File: config.mk
export PLATFORM = sky130hd
export DESIGN_NAME = riscv_mem_arbiter
export DESIGN_NICKNAME = d
export VERILOG_FILES = /design/src/rtl/riscv_mem_pkg.sv /design/src/rtl/riscv_rr_arb2.sv /design/src/rtl/riscv_mem_arbiter.sv
export SDC_FILE = /design/constraint.sdc
export NUM_CORES = 1
export LEC_CHECK = 0
export BUFFER_PORTS_ARGS = -buffer_cell sky130_fd_sc_hd__buf_2
export CAP_MARGIN = 20
export CORE_AREA = 2 2 128 130
export CTS_CLUSTER_SIZE = 10
export DETAILED_ROUTE_END_ITERATION = 10
export DIE_AREA = 0 0 130 132
export PLACE_DENSITY = 0.59
export SLEW_MARGIN = 10
export SYNTH_ARGS = -nofsm -noshare
export SYNTH_HDL_FRONTEND = slang
export SYNTH_SLANG_ARGS = --single-unit
File: constraint.sdc
create_clock -name clk -period 1.7 [get_ports clk]
set_input_delay 0.17 -clock clk [delete_from_list [all_inputs] [get_ports clk]]
set_output_delay 0.17 -clock clk [all_outputs]
set_load 0.02 [all_outputs]
File: src/rtl/riscv_mem_pkg.sv
// Shared types for the core/DMA memory arbiter.
// Transaction states and owner encodings.
package riscv_mem_pkg;

   typedef enum logic [1:0] {
      IDLE  = 2'd0,
      ISSUE = 2'd1,
      RESP  = 2'd2
   } state_e;

   localparam logic OWN_CORE = 1'b0;
   localparam logic OWN_DMA  = 1'b1;

endpackage

File: src/rtl/riscv_rr_arb2.sv
// Two-way round-robin pick between core and DMA with a DMA lock/burst override.
// Holds last_owner and burst count; the pick itself is combinational.
module riscv_rr_arb2
   import riscv_mem_pkg::*;
#(
   parameter int MAX_BURST = 4
) (
   input  logic clk,
   input  logic rst,
   input  logic idle_i,
   input  logic resp_i,
   input  logic c_req_i,
   input  logic d_req_i,
   input  logic d_lock_i,
   output logic gnt_vld_o,
   output logic gnt_own_o
);

   localparam int BW = $clog2(MAX_BURST + 1);

   logic          last_q;
   logic          last_d;
   logic [BW-1:0] burst_q;
   logic [BW-1:0] burst_d;
   logic          lock_ok;
   logic          locked;

   assign lock_ok = (last_q == OWN_DMA) && d_lock_i &&
                    (burst_q < BW'(MAX_BURST));

   always_comb begin
      gnt_vld_o = 1'b0;
      gnt_own_o = OWN_CORE;
      locked    = 1'b0;
      unique case (1'b1)
         idle_i: begin
            if (c_req_i && d_req_i) begin
               gnt_vld_o = 1'b1;
               locked    = lock_ok;
               gnt_own_o = lock_ok ? OWN_DMA : ~last_q;
            end else if (c_req_i || d_req_i) begin
               gnt_vld_o = 1'b1;
               gnt_own_o = d_req_i ? OWN_DMA : OWN_CORE;
            end
         end
         resp_i: begin
            // Owner just got its ack; only the other side may be granted.
            // A locked DMA holds the core off so it can re-request from IDLE.
            if (last_q == OWN_CORE) begin
               gnt_vld_o = d_req_i;
               gnt_own_o = OWN_DMA;
            end else begin
               gnt_vld_o = c_req_i && !lock_ok;
               gnt_own_o = OWN_CORE;
            end
         end
         default: begin
         end
      endcase
   end

   always_comb begin
      burst_d = burst_q;
      if (gnt_vld_o && (gnt_own_o == OWN_CORE))
         burst_d = '0;
      else if (locked)
         burst_d = burst_q + BW'(1);
      else if (!d_lock_i)
         burst_d = '0;
      last_d = gnt_vld_o ? gnt_own_o : last_q;
   end

   always_ff @(posedge clk) begin
      if (rst) begin
         last_q  <= OWN_DMA;
         burst_q <= '0;
      end else begin
         last_q  <= last_d;
         burst_q <= burst_d;
      end
   end

endmodule

File: src/rtl/riscv_mem_arbiter.sv
// Shared memory arbiter: core vs. DMA, two-phase ISSUE/RESP access.
// Registered memory-side outputs and acks; saturating contention counter.
module riscv_mem_arbiter
   import riscv_mem_pkg::*;
#(
   parameter int AW        = 32,
   parameter int DW        = 32,
   parameter int MAX_BURST = 4,
   parameter int CNT_W     = 16
) (
   input  logic              clk,
   input  logic              rst,
   input  logic              c_req,
   input  logic              c_we,
   input  logic [DW/8-1:0]   c_be,
   input  logic [AW-1:0]     c_addr,
   input  logic [DW-1:0]     c_wdata,
   output logic [DW-1:0]     c_rdata,
   output logic              c_ack,
   output logic              c_stall,
   input  logic              d_req,
   input  logic              d_we,
   input  logic [DW/8-1:0]   d_be,
   input  logic [AW-1:0]     d_addr,
   input  logic [DW-1:0]     d_wdata,
   input  logic              d_lock,
   output logic [DW-1:0]     d_rdata,
   output logic              d_ack,
   output logic [AW-1:0]     mem_addr,
   output logic [DW-1:0]     mem_wdata,
   output logic [DW/8-1:0]   mem_be,
   output logic              mem_we,
   input  logic [DW-1:0]     mem_rdata,
   output logic [CNT_W-1:0]  cont_cnt
);

   state_e             state_q;
   logic               owner_q;
   logic               c_ack_q;
   logic               d_ack_q;
   logic               mem_we_q;
   logic [AW-1:0]      mem_addr_q;
   logic [DW-1:0]      mem_wdata_q;
   logic [DW/8-1:0]    mem_be_q;
   logic [CNT_W-1:0]   cnt_q;
   logic [CNT_W-1:0]   cnt_d;

   logic               gnt_vld;
   logic               gnt_own;
   logic               w_we;
   logic [DW/8-1:0]    w_be;
   logic [AW-1:0]      w_addr;
   logic [DW-1:0]      w_wdata;

   riscv_rr_arb2 #(
      .MAX_BURST (MAX_BURST)
   ) u_arb (
      .clk       (clk),
      .rst       (rst),
      .idle_i    (state_q == IDLE),
      .resp_i    (state_q == RESP),
      .c_req_i   (c_req),
      .d_req_i   (d_req),
      .d_lock_i  (d_lock),
      .gnt_vld_o (gnt_vld),
      .gnt_own_o (gnt_own)
   );

   always_comb begin
      w_we    = c_we;
      w_be    = c_be;
      w_addr  = c_addr;
      w_wdata = c_wdata;
      if (gnt_own == OWN_DMA) begin
         w_we    = d_we;
         w_be    = d_be;
         w_addr  = d_addr;
         w_wdata = d_wdata;
      end
   end

   // The memory-side registers double as the latched request copy.
   always_ff @(posedge clk) begin
      if (rst) begin
         state_q     <= IDLE;
         owner_q     <= OWN_DMA;
         c_ack_q     <= 1'b0;
         d_ack_q     <= 1'b0;
         mem_we_q    <= 1'b0;
         mem_addr_q  <= '0;
         mem_wdata_q <= '0;
         mem_be_q    <= '0;
      end else begin
         c_ack_q  <= 1'b0;
         d_ack_q  <= 1'b0;
         mem_we_q <= 1'b0;
         unique case (state_q)
            IDLE, RESP: begin
               if (gnt_vld) begin
                  state_q     <= ISSUE;
                  owner_q     <= gnt_own;
                  mem_we_q    <= w_we;
                  mem_be_q    <= w_be;
                  mem_addr_q  <= w_addr;
                  mem_wdata_q <= w_wdata;
               end else begin
                  state_q <= IDLE;
               end
            end
            ISSUE: begin
               state_q <= RESP;
               if (owner_q == OWN_CORE)
                  c_ack_q <= 1'b1;
               else
                  d_ack_q <= 1'b1;
            end
            default: state_q <= IDLE;
         endcase
      end
   end

   always_comb begin
      cnt_d = cnt_q;
      if (c_req && d_req && !(c_ack_q && d_ack_q) && !(&cnt_q))
         cnt_d = cnt_q + CNT_W'(1);
   end

   always_ff @(posedge clk) begin
      if (rst)
         cnt_q <= '0;
      else
         cnt_q <= cnt_d;
   end

   assign c_ack     = c_ack_q;
   assign d_ack     = d_ack_q;
   assign c_stall   = c_req & ~c_ack_q;
   assign c_rdata   = c_ack_q ? mem_rdata : '0;
   assign d_rdata   = d_ack_q ? mem_rdata : '0;
   assign mem_we    = mem_we_q;
   assign mem_addr  = mem_addr_q;
   assign mem_wdata = mem_wdata_q;
   assign mem_be    = mem_be_q;
   assign cont_cnt  = cnt_q;

endmodule

# After elaboration in Yosys (flattened, before gate mapping)
# Index checks and enable logic that the tools add are counted.
[classes]
mux = 24
order_cmp = 1
n_div = 0
n_reduce_logical = 19
multipliers = 0
bitwise_logic = 7
shift = 0
eq_ne = 3
n_addsub = 2
[op_table]
columns = ["operator", "n"]
rows = [
  ["32-bit 2-to-1 mux", 4],
  ["16-bit by 1-bit adder with 16-bit output, second input constant", 1],
  ["16-bit AND reduction", 1],
  ["1-bit 2-to-1 mux", 14],
  ["1-bit logical AND", 8],
  ["3-bit 2-to-1 mux", 2],
  ["1-bit NOT", 6],
  ["2-bit OR reduction", 3],
  ["4-bit 2-to-1 mux", 1],
  ["1-bit case mux with 2 select lines", 2],
  ["2-bit case mux with 2 select lines", 1],
  ["3-bit by 1-bit adder with 3-bit output, second input constant", 1],
  ["1-bit zero test", 3],
  ["3-bit < comparator, second input constant", 1],
  ["3-bit OR reduction", 1],
  ["2-bit by 1-bit == test with 1-bit output, second input constant", 1],
  ["2-bit == test, second input constant", 1],
  ["2-bit zero test", 1],
  ["2-bit by 1-bit inequality test with 1-bit output, second input constant", 1],
  ["2-bit AND reduction", 1],
  ["1-bit AND", 1],
  ["1-bit logical OR", 1],
]
[totals]
romBits = 0
reg_bits = 94
mem_count = 0
latchBits = 0
input_bits = 175
output_inout_bits = 152
ram_bits = 0

# Logic depth before layout (Yosys ltp)
[logic_depth]
depth_word = 8
mapped_depth = 8
depth_no_buf = 6

# Modules after synthesis
# Synthesis repeated with hierarchy kept, for this count alone.
[unflattened]
hier_cells = 538
hier_area_um2 = 4832.1
[modules_own_cells]
columns = ["mod", "area_each_um2", "cells_per_inst", "n_inst"]
rows = [
  ["riscv_mem_arbiter", 4543.1, 501, 1],
  ["riscv_rr_arb2", 289.0, 37, 1],
]

# Worst setup path before layout
# OpenSTA, ideal clock, no wires.
[synth_timing]
path_kind = "flip-flop to flip-flop"
startpoint = "register cnt_q[0], in the netlist cont_cnt[0]"
endpoint = "register cnt_q[14], in the netlist cont_cnt[14]"
arrival_ps = 1718
path_stages_with_launch = 7
synth_period_minus_slack_ps = 1846
n_path_buf = 0
setup_ps = 128
slack_ps = -146
cell_sequence = "dfxtp_1 -> ha_1 -> nand3_1 -> or4b_4 -> nor3b_2 -> xnor2_1 -> nor2_1"
[synth_via]
elab_chain_len = 3
elab_cells_between_ends = 4
[synth_lines]
columns = ["item", "line", "source"]
rows = [
  ["from (decl)", "riscv_mem_arbiter.sv:45", "logic [CNT_W-1:0] cnt_q;"],
  ["from (signal assigned)", "riscv_mem_arbiter.sv:132", "cnt_q <= cnt_d;"],
  ["parallel branches: the longest is 3 deep, another holds 16-bit by 1-bit adder with 16-bit output", "-", ""],
]
# Several ways; the timed one is not identified.
# A chain may end at the register's enable or synchronous reset.

# Final worst setup path
[layout_timing]
startpoint = "register cnt_q[1], in the netlist cont_cnt[1]"
endpoint = "register cnt_q[14], in the netlist cont_cnt[14]"
# The elaborated chain is that of the path after synthesis.

==> metrics.txt <==
run status finished clean; DRC viols 0; die width 130 um; Post-Syn Nets 769; IO buf count 326; first-pass GRT wire length 25800 um; critical-path maximum fanout 5; Cell Rows 46; layout cell share with drive strength beyond 1 44.1%; placed instance count 1118; FMAX 599 MHz; post-route cell area 7180 um2; total wire length 17600 um; Clk Latency, worst-skew pair 0.35 ns; fin crit share 98.2%; initial core utilization 29.0%; Final Max Tran Viols 0; largest net degree at the start of global routing 55; H-tree Lvls 3; Reg power frac 36.6%; post-place instance area 6650 um2; unrepaired setup endpoints after global routing true; WP data required 1.93 ns; Max clock buf depth 2; routed len/inst 15.4 um; Clock Pin Slew Worst Setup and Hold Paths 0.07 ns; P per Cell Area 995 nW/um2; share of flip-flops with an asynchronous set or reset 0%; root buffer cell clkbuf_16; final hold vios 0; CP Class reg -> reg; number of global-route vias before repair 4983; total grt overflow 0; VDD IR max 0.000457 V; worst hold path type in -> reg; Worst setup EP type flip-flop; vias per cell 4.69; Setup Skew 0.00811 ns; Core Area 15700 um2; met3 wire len 1320 um; Sw Share 33.1%; vias post-DR 5357; Synth warnings 0; total track usage 19.0%; # diodes 0; dpl hpwl 12600 um; final setup margin 0.0314 ns; Final #Nets 1098; Slew @ Worst Pin 0.491 ns; Switch Pwr 0.00237 W; Area growth syn-to-layout 57.3%; Iteration-0 DRC Markers 244; crit path DAT 1.90 ns; full die area 17200 um2; setup TNS 0 ns; cells after synthesis 592; fin crit period 1.67 ns; Syn Std Cell Area 4560 um2; Yosys cell types 43; EDFF count, synth 0; Non-Filler Instances 1142; highest metal used met4; combinational power share 31.3%; crit start category flip-flop; Num CTS Buffers 9; M1 wire length 7080 um; Pleak 3.64 nW; final setup fails 0; syn avg cell area 7.70 um2; Met2 Wirelength 8790 um; Antenna Violating Nets Remaining 0; Top FF cell, synth dfxtp_1; Rel. slew slack 67.3%; flip-flop and latch count after synthesis 94; pre-CTS setup slack 0.0670 ns; router iterations before antenna repair 5; CTS tree built; total of max-cap violations 0; # clock sinks 94; Clk network pwr share 32.1%; P_int 0.00477 W; Final Wtd Congestion 0.795; # IOs 327; antenna violations before repair 0; Chip Height 132 um; Seq/Total Area, Yosys 41.3%
==> layer usage <==
metal	track usage, %	up-vias
met5	0	-
met1	21.9	2406
met4	7.35	0
met3	4.46	27
li1	-	2684
met2	33.7	240
==> flip-flops by register name, indices dropped and copies added (netlist names) <==
name and flops:
c_ack 1, cont_cnt 16, d_ack 1, mem_addr 32, mem_be 4, mem_wdata 32, mem_we 1, owner_q 1
state_q 2, u_arb.burst_q 3, u_arb.last_q 1
==> what timing repair did <==
| item | 4_1_cts | 5_1_grt |
|---|---|---|
| gates resized for setup | 0 | 12 |
| endpoints found under the setup margin | 0 | 71 |
| hold buffers | 0 | 0 |
| setup buffers | 0 | 5 |
==> placed cells by master, fill, tap and decap left out, drive strengths merged, types with 2 or more instances in the layout <==
master,Yosys,routed
a211oi,72,72
a21oi,75,75
and2,67,67
buf,8,361
bufinv,0,2
clkbuf,38,15
dfxtp,94,94
ha,2,2
inv,6,7
nand2,81,81
nand3,6,6
nand4,3,3
nand4b,3,3
nor2,89,89
nor3,8,8
nor3b,3,3
nor4,2,2
nor4b,2,2
o21ai,5,5
or3,2,2
xnor2,8,8
xor2,3,3
==> final timing paths <==
| check | start | endpoint | slack [ns] | depth (start not counted) |
|---|---|---|---|---|
| setup / recovery | cont_cnt[1] | cont_cnt[14] | 0.03 | 6 |
| hold / removal | c_wdata[28] | mem_wdata[28] | 0.06 | 3 |
| setup reg to reg | cont_cnt[1] | cont_cnt[14] | 0.03 | 6 |
| hold reg to reg | owner_q | d_ack | 0.45 | 1 |
==> worst max-delay path, cell delays in order (launching register included) <==
cell	delay, ns
dfxtp_2	0.35
ha_4	0.17
nand3_4	0.08
or4b_4	0.57
nor3b_2	0.21
xnor2_1	0.13
nor2_1	0.05
==> final cells by class <==
cell class | instances | area [um2]
well taps | 216 | 270
fillers | 1611 | 8540
repair buffers | 364 | 2090
multi-input cells | 446 | 2560
flip-flops and latches | 94 | 1890
inverters | 6 | 22.5
clock inverters | 4 | 76.3
clock buffers | 12 | 267
==> cell families after synthesis <==
| kind of cell | after synthesis | share of synthesized area, % |
|---|---|---|
| AOI/OAI and AO/OA | 159 | 22.0 |
| xor gates and xnor gates | 11 | 2.11 |
| adders and majority gates | 2 | 0.549 |
| buffers and inverters | 52 | 4.55 |
| DFF | 94 | 41.3 |
| muxes | 2 | 0.466 |
| and+or+nand+nor | 272 | 29.1 |
==> metrics by stage <==
stage                     hold slack, ns  util [%]  power (W)
after floorplan                    0.311         -    0.00389
after global placement             0.418      42.3    0.00476
after detailed placement           0.423      42.3    0.00477
after CTS                         0.0438      44.5    0.00709
after global routing              0.0551      45.7    0.00751
final                             0.0610      45.7    0.00714
==> cell usage after synthesis, types with 2 or more instances <==
| cell type | number | area (um2) |
|---|---|---|
| nor3b_1 | 2 | 15.0 |
| nand4_1 | 2 | 12.5 |
| nand3_1 | 6 | 30.0 |
| ha_1 | 2 | 25.0 |
| nor3_1 | 7 | 35.0 |
| buf_2 | 7 | 35.0 |
| inv_1 | 6 | 22.5 |
| o21ai_0 | 4 | 20.0 |
| a211oi_1 | 72 | 541 |
| nand4b_1 | 3 | 26.3 |
| nand2_1 | 81 | 304 |
| nor4_1 | 2 | 12.5 |
| dfxtp_1 | 94 | 1880 |
| a21oi_1 | 75 | 375 |
| xnor2_1 | 8 | 70.1 |
| nor2_1 | 89 | 334 |
| clkbuf_1 | 38 | 143 |
| xor2_1 | 3 | 26.3 |
| and2_1 | 67 | 419 |
==> power groups by stage <==
stage          Clock, W  Sequential (W)  Combinational (W)
6_report        0.00229         0.00262            0.00223
5_1_grt         0.00242         0.00265            0.00244
4_1_cts         0.00236         0.00262            0.00212
3_5_place_dp          0         0.00266            0.00211
3_3_place_gp          0         0.00266            0.00211
2_1_floorplan         0         0.00297           0.000924
Note: power is estimated with default switching activity, not from simulation.
